`src/rtl/fir_dlms_gen.sv`:
```
// fir_dlms_gen: delayed-LMS adaptive FIR filter.
//   L taps, W1-bit signed fractional data and coefficients (FRAC fractional
//   bits), D-stage pipelined multipliers in both the filter and the update
//   path. The step size is mu = 2^-MU_SH.
//
// Ports:
//   clk        system clock, rising edge
//   reset      synchronous, active-high; clears all state and in-flight samples
//   x_in       filter input sample (signed, W1)
//   d_in       desired sample (signed, W1), aligned with x_in
//   valid_in   sample strobe; the whole datapath advances only when 1
//   adapt_en   1 = coefficients update on valid steps, 0 = frozen
//   y_out      registered filter output (W2)
//   e_out      registered error d - (y >>> FRAC) (W2)
//   valid_out  one-cycle pulse per step once the pipeline has filled
//   f_out      packed coefficients, f[k] at bits [k*W1 +: W1]
//   sat_flag   sticky; set when any coefficient update clipped
module fir_dlms_gen #(
  parameter int W1    = 8,
  parameter int L     = 4,
  parameter int D     = 3,
  parameter int MU_SH = 2,
  parameter int FRAC  = W1 - 1
) (
  input  logic                 clk,
  input  logic                 reset,
  input  logic signed [W1-1:0] x_in,
  input  logic signed [W1-1:0] d_in,
  input  logic                 valid_in,
  input  logic                 adapt_en,
  output logic signed [2*W1-1:0] y_out,
  output logic signed [2*W1-1:0] e_out,
  output logic                 valid_out,
  output logic [L*W1-1:0]      f_out,
  output logic                 sat_flag
);

  localparam int W2 = 2 * W1;
  localparam int NX = L + D;              // x[0 .. L-1+D]
  localparam int CW = $clog2(D + 2);
  localparam logic [CW-1:0] FILL_MAX = CW'(D + 1);
  localparam logic signed [W2-1:0] EMU_MAX = W2'((2 ** (W1 - 1)) - 1);
  localparam logic signed [W2-1:0] EMU_MIN = ~EMU_MAX;

  logic signed [W1-1:0] x_dl [NX];
  logic signed [W1-1:0] d_dl [D+1];
  logic signed [W1-1:0] f    [L];
  logic signed [W2-1:0] pf   [D][L];      // filter product pipeline
  logic signed [W2-1:0] pu   [D][L];      // update product pipeline
  logic [CW-1:0]        fill_cnt;

  logic signed [W2-1:0] y_sum;
  logic signed [W2-1:0] e_val;
  logic signed [W2-1:0] e_sh;
  logic signed [W1-1:0] emu;
  logic signed [W1:0]   f_sum  [L];
  logic signed [W1-1:0] f_next [L];
  logic [L-1:0]         clip;

  // NOTE: combinational accumulation uses blocking '=' so each loop
  // iteration sees the previous partial sum; registers below use '<='.
  always_comb begin
    y_sum = '0;
    for (int k = 0; k < L; k++) y_sum = y_sum + pf[D-1][k];
  end

  assign e_val = W2'(d_dl[D]) - (y_sum >>> FRAC);
  assign e_sh  = e_val >>> MU_SH;

  // NOTE: every combinational output is assigned on every path (default
  // first) so no latch is inferred.
  always_comb begin
    emu = e_sh[W1-1:0];
    if (e_sh > EMU_MAX)      emu = EMU_MAX[W1-1:0];
    else if (e_sh < EMU_MIN) emu = EMU_MIN[W1-1:0];
  end

  // Coefficient update in W1+1 bits: f + (u >>> FRAC) always fits there, so
  // a mismatch of the top two bits means the W1 result must clip.
  always_comb begin
    for (int k = 0; k < L; k++) begin
      f_sum[k]  = (W1+1)'(f[k]) + (W1+1)'(pu[D-1][k] >>> FRAC);
      clip[k]   = f_sum[k][W1] ^ f_sum[k][W1-1];
      f_next[k] = f_sum[k][W1-1:0];
      if (clip[k])
        f_next[k] = f_sum[k][W1] ? {1'b1, {(W1-1){1'b0}}} : {1'b0, {(W1-1){1'b1}}};
    end
  end

  always_comb begin
    f_out = '0;
    for (int k = 0; k < L; k++) f_out[k*W1 +: W1] = f[k];
  end

  always_ff @(posedge clk) begin
    if (reset) begin
      // NOTE: the delay lines and product pipelines are reset as well, not
      // just control state: a reset must discard every in-flight sample so
      // that stale products never reach y/e or the coefficient update.
      for (int i = 0; i < NX; i++) x_dl[i] <= '0;
      for (int i = 0; i <= D; i++) d_dl[i] <= '0;
      for (int k = 0; k < L; k++) begin
        f[k] <= '0;
        for (int s = 0; s < D; s++) begin
          pf[s][k] <= '0;
          pu[s][k] <= '0;
        end
      end
      y_out     <= '0;
      e_out     <= '0;
      fill_cnt  <= '0;
      valid_out <= 1'b0;
      sat_flag  <= 1'b0;
    end else if (valid_in) begin
      x_dl[0] <= x_in;
      for (int i = 1; i < NX; i++) x_dl[i] <= x_dl[i-1];
      d_dl[0] <= d_in;
      for (int i = 1; i <= D; i++) d_dl[i] <= d_dl[i-1];

      for (int k = 0; k < L; k++) begin
        pf[0][k] <= W2'(x_dl[k]) * W2'(f[k]);
        pu[0][k] <= W2'(x_dl[k+D]) * W2'(emu);
        for (int s = 1; s < D; s++) begin
          pf[s][k] <= pf[s-1][k];
          pu[s][k] <= pu[s-1][k];
        end
      end

      y_out <= y_sum;
      e_out <= e_val;

      if (adapt_en) begin
        for (int k = 0; k < L; k++) f[k] <= f_next[k];
        if (|clip) sat_flag <= 1'b1;
      end

      // The count before this step decides the strobe: the first result
      // carrying a real sample lands on step D+2 after reset.
      if (fill_cnt != FILL_MAX) fill_cnt <= fill_cnt + 1'b1;
      valid_out <= (fill_cnt == FILL_MAX);
    end else begin
      valid_out <= 1'b0;
    end
  end

endmodule

```
`config.mk`:
```
export PLATFORM = sky130hd
export DESIGN_NAME = fir_dlms_gen
export DESIGN_NICKNAME = d
export VERILOG_FILES = /design/src/rtl/fir_dlms_gen.sv
export SDC_FILE = /design/constraint.sdc
export NUM_CORES = 2
export LEC_CHECK = 0
export ABC_AREA = 1
export CAP_MARGIN = 10
export CELL_PAD_IN_SITES_DETAIL_PLACEMENT = 1
export CELL_PAD_IN_SITES_GLOBAL_PLACEMENT = 1
export CORE_MARGIN = 1
export CORE_UTILIZATION = 45
export CTS_CLUSTER_SIZE = 28
export DETAILED_ROUTE_END_ITERATION = 12
export MAX_ROUTING_LAYER = met4
export PLACE_DENSITY_LB_ADDON = 0.1
export SLEW_MARGIN = 30
export SYNTH_ARGS = -nofsm -noshare
export SYNTH_HDL_FRONTEND = slang
export SYNTH_SLANG_ARGS = --single-unit
```
`constraint.sdc`:
```
create_clock -name clk -period 14 [get_ports clk]
set_clock_uncertainty 0.15 [all_clocks]
set_input_delay 2.1 -clock clk [delete_from_list [all_inputs] [get_ports clk]]
set_output_delay 2.1 -clock clk [all_outputs]
set_load 0.005 [all_outputs]
```
### Word-level counts from Yosys, hierarchy flattened

Memory sizes are Yosys's and may differ from the RTL's.
Index checks and enable logic that the tools add are counted.

| storage, ports and cells | value |
|---|---|
| register bits after elaboration | 31 |
| memory bits (writable) | 504 |
| bits of input ports | 20 |
| output and inout port bits | 66 |
| word-level logic and storage cells | 137 |
| memories | 5 |

| operators by class | value |
|---|---|
| $add $sub $neg | 9 |
| $mul | 8 |
| $lt $le $gt $ge | 2 |
| eq/ne operators | 2 |
| mux-type cells | 58 |
| bitwise gates (word level) | 44 |
| reduce and logical (&&, ||, !) cells | 4 |

Memory list:

| memory | depth | width | read ports | clocked after memory_dff | wr ports | line | source |
|---|---|---|---|---|---|---|---|
| pf | 3 | 64 | 3 | 0 | 3 | 48 | `logic signed [W2-1:0] pf [D][L];` |
| pu | 3 | 64 | 3 | 0 | 3 | 49 | `logic signed [W2-1:0] pu [D][L];` |
| x_dl | 7 | 8 | 7 | 0 | 7 | 45 | `logic signed [W1-1:0] x_dl [NX];` |
| d_dl | 4 | 8 | 4 | 0 | 4 | 46 | `logic signed [W1-1:0] d_dl [D+1];` |
| f | 4 | 8 | 4 | 0 | 4 | 47 | `logic signed [W1-1:0] f [L];` |

Operators with widths:

| cell | number |
|---|---|
| 16-bit 2-to-1 mux | 24 |
| 8-bit 2-to-1 mux | 25 |
| 8-bit by 8-bit multiplier with 16-bit output | 8 |
| 16-bit adder | 3 |
| 1-bit bitwise OR | 39 |
| 8-bit by 9-bit adder with 9-bit output | 4 |
| 8-bit by 9-bit subtractor with 10-bit output | 1 |
| 1-bit 2-to-1 mux | 9 |
| 8-bit greater-than comparator (second input constant) | 1 |
| 8-bit < comparator (second input constant) | 1 |
| 4-bit OR reduction | 1 |
| 1-bit XOR | 4 |
| 3-bit by 1-bit adder with 3-bit output (second input constant) | 1 |
| 3-bit == test (second input constant) | 1 |
| 3-bit != test (second input constant) | 1 |
| 3-bit AND reduction | 1 |
| 2-bit AND reduction | 1 |
| 2-bit OR reduction | 1 |
| 1-bit NOT | 1 |

### Logic depth before layout (Yosys ltp)

| logic depth | value |
|---|---|
| depth after elaboration | 9 |
| mapped depth | 45 |
| depth with buffers taken out | 44 |

### Least setup slack after synthesis

No wires, ideal clock.

| timing path | value |
|---|---|
| path kind | input to register |
| start point | in valid_in |
| end point | mem d_dl[0][0] (enable) |
| library setup time | 0.734 ns |
| arrival time | 9.851 ns |
| required time | 13.116 ns |
| slack | 3.264 ns |
| stages on the path | 3 |
| path buffers | 1 |
| cells stage by stage | nor2_1 -> clkbuf_1 -> inv_1 |

RTL lines:

| element | line | source |
|---|---|---|
| start, declared | 29 | `input logic valid_in,` |
| end, declared | 46 |  |

==> flow_metrics.tcl <==
set metrics [dict create \
    dieHeight_um 299.3 \
    synth_area_um2 39760 \
    p_per_area_nw_per_um2 246.8 \
    finalHoldViolations 0 \
    hpwlAfterDp_um 77800 \
    slowest_delay_ns 0.57 \
    period_needed_ns 9.224 \
    ys_seq_area_share_pct 33.28 \
    fill_cells 10075 \
    p_leak_nw 21.20 \
    wl_per_cell_um 18.03 \
    finalWeightedCongestion 0.8685 \
    crit_start "pf[0][129]" \
    drtPass1Iterations 7 \
    ant_nets 0 \
    cts_tree "built" \
    period_share_pct 65.89 \
    power_switching_mw 5.311 \
    ys.flop_type "edfxtp_1" \
    synth_warnings 0 \
    cts_hold_buf 0 \
    netSwitchingFraction_pct 49.42 \
    path_depth 38 \
    cts_setup_buffers 0 \
    crit_buf_inv 6 \
    hp-class "reg -> reg" \
    crit_path_max_fanout 25 \
    cp_top_family "adder cells" \
    timing.hold.ws_ns 0.3078 \
    power_frac_seq_pct 17.4 \
    floorplan.die_area_um2 89550 \
    syn_nets 5148 \
    gr-total-overflow 0 \
    cts_buffers 55 \
    layout_commonest_cell "inv_1" \
    slew_violations 0 \
    r2r-end "pu[0][61]" \
    vias_per_cell 4.908 \
    core_um2 87160 \
    status "complete, no violations" \
    clkPwrFrac_pct 14.0 \
    worstSetupPathType "reg -> reg" \
    vias 27508 \
    ir_worst_vdd_mv 0.2470 \
    syn_to_final_growth_pct 9.507 \
    drt_wl_total_um 101000 \
    drive_gt1_share_pct 4.788 \
    post_cts_resized 0 \
    cpMostUsedCell "fa_1" \
    cts-root-buf "clkbuf_16" \
    syn-instance-count 4385 \
    ys_ff_latch 451 \
    nets 5166 \
    grt_pass1_vias 29496 \
    totalNegativeSetupSlack_ns 0 \
    drc_errors 0 \
    multiInputGateArea_um2 21220 \
    start_util_pct 45.62 \
    clock-sinks 451 \
    first_iter_violations 1470 \
    max_freq_ghz 0.1084 \
    grt_antenna_before_repair 4 \
    grt_usage_pct 24.10 \
    ios 86 \
    internal_power_mw 5.436 \
    r2r_cells 38 \
    clockBufferDepth 3 \
    num_rows 108 \
    grt_max_degree 187 \
    relSlewSlack_pct 43.53 \
    clock_latency_ns 0.66 \
    rsz0062_at_grt "false" \
    synth-edff-count 420 \
    worst_pin_slew_ns 0.8470 \
    r2r_start "pf[0][129]" \
    seqCellArea_um2 13230 \
    final_cell_mix "1242 x inv_1, 594 x nand2_1, 517 x nor2_1, 467 x fa_1, 420 x edfxtp_1" \
    drv_cap 0 \
    cp_slowest_cell "nand2_4" \
    worstSetupEndpointType "register" \
    grt_pass1_wl_um 162600 \
    htree_levels 2 \
    ys_types 50 \
    cts.clk_slew.worst_paths_ns 0.07 \
    arrival_ns 9.45 \
    crit_required_ns 14.22 \
    p_comb_share_pct 68.6 \
    die_w_um 299.3 \
    setup_viol 0 \
    syn_area_per_cell_um2 9.067 \
    synthArstFlopShare_pct 0 \
    port-buffer-count 85 \
    cp-endpoint "pu[0][61]" \
    startpoint_type "register" \
    reg2reg_slack_ns 4.78 \
]
-- routing by layer --
| metal | GRT usage, % | vias up | share of wire (%) |
|---|---|---|---|
| met2 | 38.19 | 454 | 47 |
| met3 | 2.892 | 102 | 4.4 |
| met4 | 4.883 | 0 | 1.8 |
| met5 | - | - | 0 |
| li1 | - | 13189 | - |
| met1 | 33.47 | 13763 | 47 |
-- cells in the mapped netlist (10+ instances only) --
library cell  count  area share (%)
buf_6            10            0.28
a21oi_1         168             2.1
o21ai_0         119             1.5
nor2_2           49            0.77
nand2_2          17            0.27
edfxtp_1        420              32
o21a_1           12            0.23
nor2_1          519             4.9
xor2_1           32            0.70
nand3_1         109             1.4
fa_1            467              24
nor3_1           12            0.15
xnor2_1          53             1.2
inv_1          1244              12
dfxtp_1          31             1.6
or2_2            13            0.20
nand3_2          11            0.28
clkbuf_1        112             1.1
ha_1            276             8.7
nand2_1         594             5.6
nand4_1          15            0.24
-- sequential cells by signal, indices dropped and copies added (netlist names) --
signal,flops
pu,108
f,32
x_dl,56
sat_flag,1
y_out,16
e_out,10
valid_out,1
pf,192
d_dl,32
fill_cnt,3
-- per-stage QoR --
stage / power (mW) / util, % / cell area, um2 / std cells / worst slack (ns)
2_1_floorplan: 7.469 / - / 39760 / 4385 / 3.264
3_3_place_gp: 9.030 / 47.72 / 41590 / 5500 / 5.041
3_5_place_dp: 9.297 / 47.72 / 41590 / 5500 / 4.813
4_1_cts: 10.91 / 49.91 / 43500 / 5603 / 4.762
5_1_grt: 12.10 / 49.96 / 43540 / 5605 / 4.236
6_report: 10.75 / 49.96 / 43540 / 5605 / 4.776
-- worst register-to-register path: cells and delay by family, from the launching register on --
kind                       cells  cell delay (ns)
DFF                            1             0.32
AOI/OAI and AO/OA              8             0.87
and+or+nand+nor               13             2.49
xor gates and xnor gates       1             0.28
adders and majority gates     10             4.46
buffers and inverters          6             0.39
-- worst min-delay path by stage --
stage             start       end  slack (ns)  cells past startpoint
2_1_floorplan  sat_flag  sat_flag        0.30                      2
3_3_place_gp   e_out[8]  e_out[8]        0.29                      2
3_5_place_dp   e_out[0]  e_out[0]        0.30                      2
4_1_cts        sat_flag  sat_flag        0.31                      2
5_1_grt        sat_flag  sat_flag        0.32                      2
6_report       e_out[8]  e_out[8]        0.31                      2
-- kinds of logic after synthesis --
| logic type | after synthesis | synth area share, % |
|---|---|---|
| xor gates and xnor gates | 85 | 1.872 |
| AOI/OAI and AO/OA | 359 | 5.070 |
| DFF | 451 | 33.28 |
| buffers and inverters | 1391 | 13.42 |
| adders and majority gates | 743 | 32.20 |
| and+or+nand+nor | 1356 | 14.16 |
-- power groups by stage --
stage	clock [mW]	combinational (mW)	sequential, mW
final	1.51	7.37	1.87
after CTS	1.55	7.49	1.87
after global routing	1.59	8.62	1.89
after detailed placement	0	7.40	1.90
after floorplan	0	5.63	1.83
after global placement	0	7.14	1.90
-- cell type report --
cell class | count | area share, %
timing repair buffer | 103 | 2.356
antenna | 1 | 0.005747
multi-input combinational | 2543 | 48.73
sequential | 451 | 30.39
clock buffer | 71 | 3.368
inverter | 1249 | 10.80
clock inverter | 32 | 1.026
tap | 1155 | 3.319
No activity file was read; power rests on OpenSTA's default activity.
